**src/rtl/flash_xfer_arb_if.sv**
```systemverilog
// ----------------------------------------------------------------------------
// flash_xfer_arb_if
// Bundle of every non-clock/reset signal of the flash transfer arbiter.
//   slave  : arbiter view (client requests and engine status in, grants,
//            client data and engine commands out)
//   master : environment view (clients + flash engine), directions mirrored
// Per-channel vectors pack channel k at [k*W +: W].
// ----------------------------------------------------------------------------
interface flash_xfer_arb_if #(
    parameter int NCH = 3,
    parameter int DW  = 16,
    parameter int AW  = 32,
    parameter int LW  = 32
);
    // client side
    logic [NCH-1:0]    i_req;
    logic [NCH-1:0]    i_req_dir;
    logic [NCH*AW-1:0] i_req_faddr;
    logic [NCH*LW-1:0] i_req_len;
    logic [NCH*DW-1:0] i_wr_data;
    logic [NCH-1:0]    i_wr_vld;
    logic [NCH-1:0]    o_wr_req;
    logic [DW-1:0]     o_rd_data;
    logic [NCH-1:0]    o_rd_vld;
    logic [NCH-1:0]    o_grant;
    logic [NCH-1:0]    o_done;
    logic [NCH-1:0]    o_err;
    logic              o_busy;
    // flash engine side
    logic              o_eng_start;
    logic              o_eng_dir;
    logic [AW-1:0]     o_eng_addr;
    logic [LW-1:0]     o_eng_bytes;
    logic              i_eng_wr_req;
    logic [DW-1:0]     o_eng_wr_data;
    logic              o_eng_wr_vld;
    logic [DW-1:0]     i_eng_rd_data;
    logic              i_eng_rd_vld;
    logic              i_eng_idle;

    modport slave (
        input  i_req, i_req_dir, i_req_faddr, i_req_len, i_wr_data, i_wr_vld,
        input  i_eng_wr_req, i_eng_rd_data, i_eng_rd_vld, i_eng_idle,
        output o_wr_req, o_rd_data, o_rd_vld, o_grant, o_done, o_err, o_busy,
        output o_eng_start, o_eng_dir, o_eng_addr, o_eng_bytes,
        output o_eng_wr_data, o_eng_wr_vld
    );

    modport master (
        output i_req, i_req_dir, i_req_faddr, i_req_len, i_wr_data, i_wr_vld,
        output i_eng_wr_req, i_eng_rd_data, i_eng_rd_vld, i_eng_idle,
        input  o_wr_req, o_rd_data, o_rd_vld, o_grant, o_done, o_err, o_busy,
        input  o_eng_start, o_eng_dir, o_eng_addr, o_eng_bytes,
        input  o_eng_wr_data, o_eng_wr_vld
    );
endinterface

```
**src/rtl/flash_xfer_arb.sv**
```systemverilog
// ----------------------------------------------------------------------------
// flash_xfer_arb
// Round-robin front end for the SPI-flash engine. Grants one of NCH clients,
// latches its direction/address/length, issues one engine start (after a
// PRE_DLY prefetch wait for writes), steers write data to the engine and
// registered read data back to the granted client, counts words and reports
// per-channel done / timeout error.
// Ports:
//   i_clk  : system clock
//   i_rst  : asynchronous active-high reset
//   bus    : flash_xfer_arb_if.slave (client + engine signals)
// ----------------------------------------------------------------------------
module flash_xfer_arb #(
    parameter int NCH     = 3,
    parameter int DW      = 16,
    parameter int AW      = 32,
    parameter int LW      = 32,
    parameter int PRE_DLY = 4096,
    parameter int TO_W    = 24
) (
    input  logic                  i_clk,
    input  logic                  i_rst,
    flash_xfer_arb_if.slave       bus
);

    localparam int IW = (NCH > 1) ? $clog2(NCH) : 1;
    localparam int PW = $clog2(PRE_DLY + 1);
    localparam logic [PW-1:0]   PRE_LAST = PW'(PRE_DLY - 1);
    // One below saturation: ERR is entered exactly as the counter saturates
    localparam logic [TO_W-1:0] TO_LAST  = {{(TO_W-1){1'b1}}, 1'b0};

    typedef enum logic [2:0] {
        ST_IDLE  = 3'd0,
        ST_ARB   = 3'd1,
        ST_PRE   = 3'd2,
        ST_START = 3'd3,
        ST_RUN   = 3'd4,
        ST_DONE  = 3'd5,
        ST_ERR   = 3'd6
    } state_t;

    state_t          state_r, state_nxt_s;
    logic [IW-1:0]   ptr_r;
    logic [IW-1:0]   gidx_r;
    logic [IW-1:0]   pick_idx_s;
    logic            pick_vld_s;
    logic            dir_r;
    logic [AW-1:0]   addr_r;
    logic [LW-1:0]   len_r;
    logic [LW-1:0]   bytes_r;
    logic [LW-1:0]   len_sel_s;
    logic [LW-1:0]   wcnt_r;
    logic [PW-1:0]   pre_cnt_r;
    logic [TO_W-1:0] to_cnt_r;
    logic            idle_d_r;
    logic            idle_rise_s;
    logic [NCH-1:0]  gsel_s;
    logic            wr_vld_sel_s;
    logic [DW-1:0]   wr_data_sel_s;
    logic            beat_s;
    logic [NCH-1:0]  grant_r, grant_nxt_s;
    logic [NCH-1:0]  done_r, done_nxt_s;
    logic [NCH-1:0]  err_r, err_nxt_s;
    logic            busy_r, busy_nxt_s;
    logic            start_r, start_nxt_s;
    logic [DW-1:0]   rd_data_r;
    logic [NCH-1:0]  rd_vld_r;

    // Round-robin pick: first requester at or after the pointer, wrapping
    always_comb begin
        pick_vld_s = 1'b0;
        pick_idx_s = {IW{1'b0}};
        for (int i = 0; i < NCH; i++) begin
            int cand;
            cand = int'(ptr_r) + i;
            if (cand >= NCH) begin
                cand = cand - NCH;
            end else begin
                cand = cand;
            end
            if (!pick_vld_s && bus.i_req[cand]) begin
                pick_vld_s = 1'b1;
                pick_idx_s = IW'(cand);
            end else begin
                pick_vld_s = pick_vld_s;
            end
        end
    end

    // Granted-channel selects and the engine data-beat qualifier
    always_comb begin
        len_sel_s     = bus.i_req_len[int'(pick_idx_s)*LW +: LW];
        gsel_s        = {{(NCH-1){1'b0}}, 1'b1} << gidx_r;
        wr_vld_sel_s  = bus.i_wr_vld[gidx_r];
        wr_data_sel_s = bus.i_wr_data[int'(gidx_r)*DW +: DW];
        idle_rise_s   = bus.i_eng_idle & ~idle_d_r;
        // Beats past the programmed length are dropped here
        beat_s = (state_r == ST_RUN) && (wcnt_r != {LW{1'b0}}) &&
                 (dir_r ? wr_vld_sel_s : bus.i_eng_rd_vld);
    end

    // FSM state register
    always_ff @(posedge i_clk or posedge i_rst) begin
        if (i_rst) begin
            state_r <= ST_IDLE;
        end else begin
            state_r <= state_nxt_s;
        end
    end

    // FSM next-state logic
    always_comb begin
        state_nxt_s = state_r;
        case (state_r)
            ST_IDLE: begin
                if (pick_vld_s) state_nxt_s = ST_ARB;
                else            state_nxt_s = ST_IDLE;
            end
            ST_ARB: begin
                if (len_r == {LW{1'b0}}) state_nxt_s = ST_DONE;
                else if (dir_r)          state_nxt_s = ST_PRE;
                else                     state_nxt_s = ST_START;
            end
            ST_PRE: begin
                if (pre_cnt_r == PRE_LAST) state_nxt_s = ST_START;
                else                       state_nxt_s = ST_PRE;
            end
            ST_START: state_nxt_s = ST_RUN;
            ST_RUN: begin
                if ((wcnt_r == {LW{1'b0}}) && idle_rise_s) state_nxt_s = ST_DONE;
                else if (!beat_s && (to_cnt_r == TO_LAST)) state_nxt_s = ST_ERR;
                else                                        state_nxt_s = ST_RUN;
            end
            ST_DONE: state_nxt_s = ST_IDLE;
            ST_ERR:  state_nxt_s = ST_IDLE;
            default: state_nxt_s = ST_IDLE;
        endcase
    end

    // FSM output decode, evaluated on the next state so outputs register cleanly
    always_comb begin
        grant_nxt_s = {NCH{1'b0}};
        done_nxt_s  = {NCH{1'b0}};
        err_nxt_s   = {NCH{1'b0}};
        busy_nxt_s  = 1'b0;
        start_nxt_s = 1'b0;
        case (state_nxt_s)
            ST_IDLE: busy_nxt_s = 1'b0;
            ST_ARB:  busy_nxt_s = 1'b1;
            ST_PRE, ST_RUN: begin
                busy_nxt_s  = 1'b1;
                grant_nxt_s = gsel_s;
            end
            ST_START: begin
                busy_nxt_s  = 1'b1;
                grant_nxt_s = gsel_s;
                start_nxt_s = 1'b1;
            end
            ST_DONE: begin
                busy_nxt_s  = 1'b1;
                grant_nxt_s = gsel_s;
                done_nxt_s  = gsel_s;
            end
            ST_ERR: begin
                busy_nxt_s  = 1'b1;
                grant_nxt_s = gsel_s;
                err_nxt_s   = gsel_s;
            end
            default: busy_nxt_s = 1'b0;
        endcase
    end

    // Registered status outputs
    always_ff @(posedge i_clk or posedge i_rst) begin
        if (i_rst) begin
            grant_r <= {NCH{1'b0}};
            done_r  <= {NCH{1'b0}};
            err_r   <= {NCH{1'b0}};
            busy_r  <= 1'b0;
            start_r <= 1'b0;
        end else begin
            grant_r <= grant_nxt_s;
            done_r  <= done_nxt_s;
            err_r   <= err_nxt_s;
            busy_r  <= busy_nxt_s;
            start_r <= start_nxt_s;
        end
    end

    // Grant latch on leaving IDLE; pointer moves past the channel on completion
    always_ff @(posedge i_clk or posedge i_rst) begin
        if (i_rst) begin
            gidx_r  <= {IW{1'b0}};
            ptr_r   <= {IW{1'b0}};
            dir_r   <= 1'b0;
            addr_r  <= {AW{1'b0}};
            len_r   <= {LW{1'b0}};
            bytes_r <= {LW{1'b0}};
        end else begin
            if (state_r == ST_IDLE && pick_vld_s) begin
                gidx_r  <= pick_idx_s;
                dir_r   <= bus.i_req_dir[pick_idx_s];
                addr_r  <= bus.i_req_faddr[int'(pick_idx_s)*AW +: AW];
                len_r   <= len_sel_s;
                bytes_r <= len_sel_s * LW'(DW / 8);
            end
            if (state_r == ST_DONE || state_r == ST_ERR) begin
                ptr_r <= (int'(gidx_r) == NCH - 1) ? {IW{1'b0}} : gidx_r + IW'(1);
            end
        end
    end

    // Word, prefetch-delay and timeout counters plus engine-idle history
    always_ff @(posedge i_clk or posedge i_rst) begin
        if (i_rst) begin
            wcnt_r    <= {LW{1'b0}};
            pre_cnt_r <= {PW{1'b0}};
            to_cnt_r  <= {TO_W{1'b0}};
            idle_d_r  <= 1'b0;
        end else begin
            idle_d_r <= bus.i_eng_idle;
            if (state_r == ST_ARB)  wcnt_r <= len_r;
            else if (beat_s)        wcnt_r <= wcnt_r - LW'(1);
            if (state_r == ST_PRE)  pre_cnt_r <= pre_cnt_r + PW'(1);
            else                    pre_cnt_r <= {PW{1'b0}};
            if (state_r == ST_RUN && !beat_s && to_cnt_r != {TO_W{1'b1}})
                to_cnt_r <= to_cnt_r + TO_W'(1);
            else if (state_r == ST_RUN && !beat_s)
                to_cnt_r <= to_cnt_r;
            else
                to_cnt_r <= {TO_W{1'b0}};
        end
    end

    // Registered read return, zero when no beat
    always_ff @(posedge i_clk or posedge i_rst) begin
        if (i_rst) begin
            rd_data_r <= {DW{1'b0}};
            rd_vld_r  <= {NCH{1'b0}};
        end else if (beat_s && !dir_r) begin
            rd_data_r <= bus.i_eng_rd_data;
            rd_vld_r  <= gsel_s;
        end else begin
            rd_data_r <= {DW{1'b0}};
            rd_vld_r  <= {NCH{1'b0}};
        end
    end

    assign bus.o_grant       = grant_r;
    assign bus.o_done        = done_r;
    assign bus.o_err         = err_r;
    assign bus.o_busy        = busy_r;
    assign bus.o_eng_start   = start_r;
    assign bus.o_eng_dir     = dir_r;
    assign bus.o_eng_addr    = addr_r;
    assign bus.o_eng_bytes   = bytes_r;
    assign bus.o_rd_data     = rd_data_r;
    assign bus.o_rd_vld      = rd_vld_r;
    // Write steering is combinational so the engine sees client data same-cycle
    assign bus.o_eng_wr_data = (state_r == ST_RUN) ? wr_data_sel_s : {DW{1'b0}};
    assign bus.o_eng_wr_vld  = beat_s & dir_r;
    assign bus.o_wr_req      = (state_r == ST_RUN) ? (gsel_s & {NCH{bus.i_eng_wr_req}})
                                                   : {NCH{1'b0}};

endmodule

```
**src/flat_wrapper.sv**
```systemverilog
// flat-port wrapper written by rule: the top's interface ports become plain ports
module flash_xfer_arb_flat 
#(
    parameter int NCH     = 3,
    parameter int DW      = 16,
    parameter int AW      = 32,
    parameter int LW      = 32,
    parameter int PRE_DLY = 4096,
    parameter int TO_W    = 24
)
  (i_clk, i_rst, bus_i_req, bus_i_req_dir, bus_i_req_faddr, bus_i_req_len, bus_i_wr_data, bus_i_wr_vld, bus_i_eng_wr_req, bus_i_eng_rd_data, bus_i_eng_rd_vld, bus_i_eng_idle, bus_o_wr_req, bus_o_rd_data, bus_o_rd_vld, bus_o_grant, bus_o_done, bus_o_err, bus_o_busy, bus_o_eng_start, bus_o_eng_dir, bus_o_eng_addr, bus_o_eng_bytes, bus_o_eng_wr_data, bus_o_eng_wr_vld);
  flash_xfer_arb_if #(.NCH(NCH), .DW(DW), .AW(AW), .LW(LW)) bus_i ();
  input  logic i_clk;
  input  logic i_rst;
  input wire logic [$bits(bus_i.i_req)-1:0] bus_i_req;
  input wire logic [$bits(bus_i.i_req_dir)-1:0] bus_i_req_dir;
  input wire logic [$bits(bus_i.i_req_faddr)-1:0] bus_i_req_faddr;
  input wire logic [$bits(bus_i.i_req_len)-1:0] bus_i_req_len;
  input wire logic [$bits(bus_i.i_wr_data)-1:0] bus_i_wr_data;
  input wire logic [$bits(bus_i.i_wr_vld)-1:0] bus_i_wr_vld;
  input wire logic [$bits(bus_i.i_eng_wr_req)-1:0] bus_i_eng_wr_req;
  input wire logic [$bits(bus_i.i_eng_rd_data)-1:0] bus_i_eng_rd_data;
  input wire logic [$bits(bus_i.i_eng_rd_vld)-1:0] bus_i_eng_rd_vld;
  input wire logic [$bits(bus_i.i_eng_idle)-1:0] bus_i_eng_idle;
  output wire logic [$bits(bus_i.o_wr_req)-1:0] bus_o_wr_req;
  output wire logic [$bits(bus_i.o_rd_data)-1:0] bus_o_rd_data;
  output wire logic [$bits(bus_i.o_rd_vld)-1:0] bus_o_rd_vld;
  output wire logic [$bits(bus_i.o_grant)-1:0] bus_o_grant;
  output wire logic [$bits(bus_i.o_done)-1:0] bus_o_done;
  output wire logic [$bits(bus_i.o_err)-1:0] bus_o_err;
  output wire logic [$bits(bus_i.o_busy)-1:0] bus_o_busy;
  output wire logic [$bits(bus_i.o_eng_start)-1:0] bus_o_eng_start;
  output wire logic [$bits(bus_i.o_eng_dir)-1:0] bus_o_eng_dir;
  output wire logic [$bits(bus_i.o_eng_addr)-1:0] bus_o_eng_addr;
  output wire logic [$bits(bus_i.o_eng_bytes)-1:0] bus_o_eng_bytes;
  output wire logic [$bits(bus_i.o_eng_wr_data)-1:0] bus_o_eng_wr_data;
  output wire logic [$bits(bus_i.o_eng_wr_vld)-1:0] bus_o_eng_wr_vld;
  assign bus_i.i_req = bus_i_req;
  assign bus_i.i_req_dir = bus_i_req_dir;
  assign bus_i.i_req_faddr = bus_i_req_faddr;
  assign bus_i.i_req_len = bus_i_req_len;
  assign bus_i.i_wr_data = bus_i_wr_data;
  assign bus_i.i_wr_vld = bus_i_wr_vld;
  assign bus_i.i_eng_wr_req = bus_i_eng_wr_req;
  assign bus_i.i_eng_rd_data = bus_i_eng_rd_data;
  assign bus_i.i_eng_rd_vld = bus_i_eng_rd_vld;
  assign bus_i.i_eng_idle = bus_i_eng_idle;
  assign bus_o_wr_req = bus_i.o_wr_req;
  assign bus_o_rd_data = bus_i.o_rd_data;
  assign bus_o_rd_vld = bus_i.o_rd_vld;
  assign bus_o_grant = bus_i.o_grant;
  assign bus_o_done = bus_i.o_done;
  assign bus_o_err = bus_i.o_err;
  assign bus_o_busy = bus_i.o_busy;
  assign bus_o_eng_start = bus_i.o_eng_start;
  assign bus_o_eng_dir = bus_i.o_eng_dir;
  assign bus_o_eng_addr = bus_i.o_eng_addr;
  assign bus_o_eng_bytes = bus_i.o_eng_bytes;
  assign bus_o_eng_wr_data = bus_i.o_eng_wr_data;
  assign bus_o_eng_wr_vld = bus_i.o_eng_wr_vld;
  flash_xfer_arb #(.NCH(NCH), .DW(DW), .AW(AW), .LW(LW), .PRE_DLY(PRE_DLY), .TO_W(TO_W)) u_core (.i_clk(i_clk), .i_rst(i_rst), .bus(bus_i));
endmodule
```
**config.mk**
```make
export PLATFORM = sky130hd
export DESIGN_NAME = flash_xfer_arb_flat
export DESIGN_NICKNAME = d
export VERILOG_FILES = /design/src/rtl/flash_xfer_arb_if.sv /design/src/rtl/flash_xfer_arb.sv /design/src/flat_wrapper.sv
export SDC_FILE = /design/constraint.sdc
export NUM_CORES = 1
export LEC_CHECK = 0
export BUFFER_PORTS_ARGS = -buffer_cell sky130_fd_sc_hd__buf_2
export CORE_MARGIN = 4
export CORE_UTILIZATION = 40
export DETAILED_ROUTE_END_ITERATION = 6
export PLACE_DENSITY = 0.64
export SKIP_CTS_REPAIR_TIMING = 1
export SYNTH_ARGS = -nofsm -noshare
export SYNTH_HDL_FRONTEND = slang
export SYNTH_SLANG_ARGS = --single-unit
```
**constraint.sdc**
```tcl
create_clock -name i_clk -period 5.7 [get_ports i_clk]
set_input_delay 0.57 -clock i_clk [delete_from_list [all_inputs] [get_ports i_clk]]
set_output_delay 0.57 -clock i_clk [all_outputs]
set_load 0.02 [all_outputs]
```
After elaboration in Yosys (flattened, before gate mapping)
Index checks and enable logic that the tools add are counted.
Widths: inputs -> output; s select.
{ "op_classes": {"add_sub_neg": 9, "n_lt_le_gt_ge": 8, "eq_ne": 17, "n_shift": 4, "muxes": 45, "bitwise_logic": 4, "reduce_logical": 22} }
{ "op_table": {"columns": ["op", "count"], "rows": [
  ["$shiftx 96x8->32", 2],
  ["$mux 32", 5],
  ["$lt 32x4->1 const B", 3],
  ["$ge 32x3->1 const B", 2],
  ["$logic_not 32->1", 2],
  ["$sub 32x3->32 const B", 2],
  ["$mux 24", 2],
  ["$shiftx 48x7->16", 1],
  ["$mux 16", 2],
  ["$reduce_bool 32->1", 1],
  ["$sub 32x1->32 const B", 1],
  ["$add 24x1->24 const B", 1],
  ["$eq 24x24->1 const B", 1],
  ["$ne 24x24->1 const B", 1],
  ["$mux 3", 7],
  ["$eq 3x3->1 const B", 6],
  ["$mux 1", 17],
  ["$pmux 3 s5", 1],
  ["$add 13x1->13 const B", 1],
  ["$eq 13x12->1 const B", 1],
  ["$mux 13", 1],
  ["$eq 3x2->1 const B", 4],
  ["$bmux 1 s2", 5],
  ["$logic_and 1x1->1", 10],
  ["20 further kinds", 30]
]} }
{ "word_totals": {"ff_bits": 203, "inputBits": 270, "output_inout_bits": 115, "wordCells": 127} }

Depth between registers and ports, before layout
{ "logic_depth": {"depth_word": 17, "ltp_mapped": 11, "depth_no_buf": 8} }

Least setup slack after synthesis
OpenSTA, ideal clock, no wires.
{ "synth_path": {"kind": "register -> output", "from": "register u_core.wcnt_r[0]", "to": "output bus_o_eng_wr_vld", "arrival_ps": 2198, "required_time_ps": 5130, "setup_slack_ps": 2932, "stages_incl_launch_ff": 8, "path_buffers": 1, "cell_sequence": "dfrtp_1 -> inv_1 -> ha_1 -> nor4b_1 -> nand4_1 -> or4_4 -> buf_6 -> and3_2"} }
{ "synth_between": {"elab_chain_cells": 4} }
{ "synth_lines": {"columns": ["element", "line", "text"], "rows": [
  ["start, declared", "flash_xfer_arb.sv:52", "logic [LW-1:0] wcnt_r;"],
  ["start signal, assigned", "flash_xfer_arb.sv:216", "wcnt_r <= {LW{1'b0}};"],
  ["start signal, assigned", "flash_xfer_arb.sv:222", "if (state_r == ST_ARB) wcnt_r <= len_r;"],
  ["start signal, assigned", "flash_xfer_arb.sv:223", "else if (beat_s) wcnt_r <= wcnt_r - LW'(1);"],
  ["$reduce_bool 32->1", "flash_xfer_arb.sv:98", "beat_s = (state_r == ST_RUN) && (wcnt_r != {LW{1'b0}}) &&"],
  ["$logic_and 1x1->1 (2 in a row)", "flash_xfer_arb.sv:98", null],
  ["$and 1x1->1", "flash_xfer_arb.sv:261", "assign bus.o_eng_wr_vld = beat_s & dir_r;"],
  ["end, declared", "flat_wrapper.sv:37", "output wire logic [$bits(bus_i.o_eng_wr_vld)-1:0] bus_o_eng_wr_vld;"]
]} }
Every way passes these cells.

Worst setup path in the final report
Same ends and word-level chain as after synthesis.

==> metrics <==
Routed WL=34.3 mm; max-cap violation count=0; global route overflow=0; post-synth cell types=77; vias in the first global route=9,343; commonest non-fill, non-tap cell in the layout=buf_2; kind of critical path=reg2out; Chip Height=164 µm; Critical Path Slowest Stage Cell=nor4b_1; DR pass1 iterations=6; via/cell ratio=5.47; clk buf depth=2; Sinks on Clock Net=172; Yosys top cell area share=44.0%; antenna violations before repair=4; IO Count=385; critical path startpoint category=register; fillers=2,306; synthesized cell area=0.00978 mm²; reg2reg path depth=6; VDD IR max=0.158 mV; clk slew on worst S/H paths=0.08 ns; final setup violation count=0; setup skew after layout=0.0148 ns; Synth Register Bits=172; DR vias=9,599; syn_area_per_cell=8.79 µm²; total power=2.59 mW; fin crit period=3.66 ns; critical path, cell by cell=inv_1 -> ha_1 -> nor4b_1 -> nand4_1 -> or4_4 -> and3_2 -> buf_2; GP Congestion=0.881; signal arrival time at the worst endpoint=3.09 ns; RR Startpoint=u_core.gidx_r[0]; core area=0.0238 mm²; CTS buffer count=17; clock root buffer=clkbuf_16; proportion of layout cells with a drive suffix above 1=32.1%; RSZ-0062 raised after global routing=false; Final HPWL DP=25.8 mm; run status=completed; Remaining DRCs=0; Synth Net Count=1,388; CTS tree=done; Slew Limit Headroom=23.7%; Clk Latency, worst-skew pair=0.44 ns; Setup crit end kind=output pin; reg2reg end=u_core.wcnt_r[4]; Fmax=0.273 GHz; antenna violation net count after detailed routing=0; Final Non-Filler Cells=1,754; GRT Overall Usage=24.9%; Setup crit end=bus_o_eng_wr_vld; setup TNS=0 ns; Initial DRC Count=890; EDFF count, synth=0; die width=164 µm; Hold Crit Class=in2async; Post-synth top flop=dfrtp_1; CP startpoint=u_core.wcnt_r[0]; wire per inst=19.6 µm; largest net degree at the start of global routing=85; Slew @ Worst Pin=1.14 ns; first-pass GRT wire length=52.2 mm; R2R setup slack=2.15 ns; fin. max-slew vios=0; post-synthesis sequential area ratio=44.0%; CP max FO=6; max incr delay on CP=0.61 ns; Max H-tree Level=4; synth top area cells=dfrtp_1 (44%), nand2_1 (7.1%), nor2_1 (6.6%); dpl cells=1,720; Async S/R FF share, synth=100%; FP Rows=56; synthesized instance count=1,112; die area=0.0270 mm²; synthesis-to-layout area growth=24.9%; Critical Path RT=5.13 ns; Fin. Hold Viols=0; most frequent cells in the layout=buf_2 (383), nand2_1 (185), dfrtp_1 (172); post-synth top area cell=dfrtp_1; input/output buffers=383; Syn. warnings=0; pwr/cell area=212 mW/mm²; Final #Nets=1,696; post-layout util=51.4%; Tcrit/Tclk final=64.2%; Leakage Power=6.52 nW; Initial Util=41.2%
==> final cells by class <==
| cell class | instances | area (µm²) | area share [%] |
|---|---|---|---|
| multi-input combinational | 819 | 4850 | 39.7 |
| sequential | 172 | 4300 | 35.2 |
| timing repair buffer | 393 | 1990 | 16.3 |
| clock buffer | 17 | 425 | 3.48 |
| tap | 319 | 399 | 3.27 |
| clock inverter | 15 | 170 | 1.39 |
| inverter | 17 | 68.8 | 0.563 |
| antenna | 2 | 5.00 | 0.0410 |
==> worst min path at each step <==
stage                                          end                     start  slack (ns)
after CTS                         u_core.len_r[14]                     i_rst        0.24
after detailed placement  u_core.bus.o_eng_addr[5]  u_core.bus.o_eng_addr[5]        0.46
final                             u_core.len_r[14]                     i_rst        0.21
after global routing              u_core.len_r[14]                     i_rst        0.26
after global placement    u_core.bus.o_eng_addr[1]  u_core.bus.o_eng_addr[1]        0.46
after floorplan                u_core.pre_cnt_r[0]       u_core.pre_cnt_r[0]        0.45
==> cell families after synthesis <==
family | count (synthesis) | share of synthesized area [%]
fa+ha+maj | 7 | 0.870
simple gates | 513 | 24.4
buf+inv | 121 | 6.75
mux | 17 | 1.74
flops | 172 | 44.0
xor+xnor | 38 | 3.40
compound gates | 243 | 18.8
other cells | 1 | 0.0384
==> routing by layer <==
| layer | global-route usage, % | part of all wire, % | vias to the layer above |
|---|---|---|---|
| li1 | - | - | 4535 |
| met1 | 34.1 | 41 | 4588 |
| met2 | 40.3 | 49 | 425 |
| met3 | 5.24 | 7.4 | 47 |
| met4 | 6.37 | 1.8 | 4 |
| met5 | 0 | 0.061 | - |
==> sequential cells by signal, indices dropped and copies added (netlist names), 2 cells and up <==
signal	flops
u_core.bus.o_done	3
u_core.bus.o_eng_addr	32
u_core.bus.o_err	3
u_core.bus.o_grant	3
u_core.bus.o_rd_data	16
u_core.bus.o_rd_vld	3
u_core.gidx_r	2
u_core.len_r	32
u_core.pre_cnt_r	13
u_core.ptr_r	2
u_core.state_r	3
u_core.to_cnt_r	24
u_core.wcnt_r	32
==> report_power, final <==
group	switching [mW]	internal (mW)	total [mW]
combinational	0.110	0.0874	0.197
clock	0.578	0.592	1.17
sequential	0.000139	1.22	1.22
total	0.688	1.90	2.59
==> worst max-delay path, delay by kind of cell (launching register included) <==
| family | cells | cell delay, ns |
|---|---|---|
| DFF | 1 | 0.42 |
| and+or+nand+nor | 4 | 1.75 |
| adders and majority gates | 1 | 0.25 |
| buffers and inverters | 2 | 0.23 |
==> synth_stat cells, drive strengths merged (3+ instances only) <==
cell    count
a211oi      4
a21o       67
a21oi      26
a221o       4
a22o        3
a311oi     66
a31o        3
a32oi       3
and2       20
and3       16
and4        6
buf        44
clkbuf     60
dfrtp     172
ha          6
inv        17
mux2i      17
nand2     187
nand2b      3
nand3      19
nand4      16
nor2      171
nor3       33
nor4       18
o211ai      9
o21a        3
o21ai      28
o221ai      3
o22ai       3
o311ai      4
or2         3
or3         7
or4         4
xnor2      18
xor2       20
==> through the flow <==
step,hold slack (ns),setup WS [ns],area [µm²]
after floorplan,0.448,0.470,9780
after global placement,0.457,2.54,11600
after detailed placement,0.460,2.35,11600
after CTS,0.238,2.09,12200
after global routing,0.259,1.85,12200
final,0.211,2.04,12200
No activity file was read; power rests on OpenSTA's default activity.
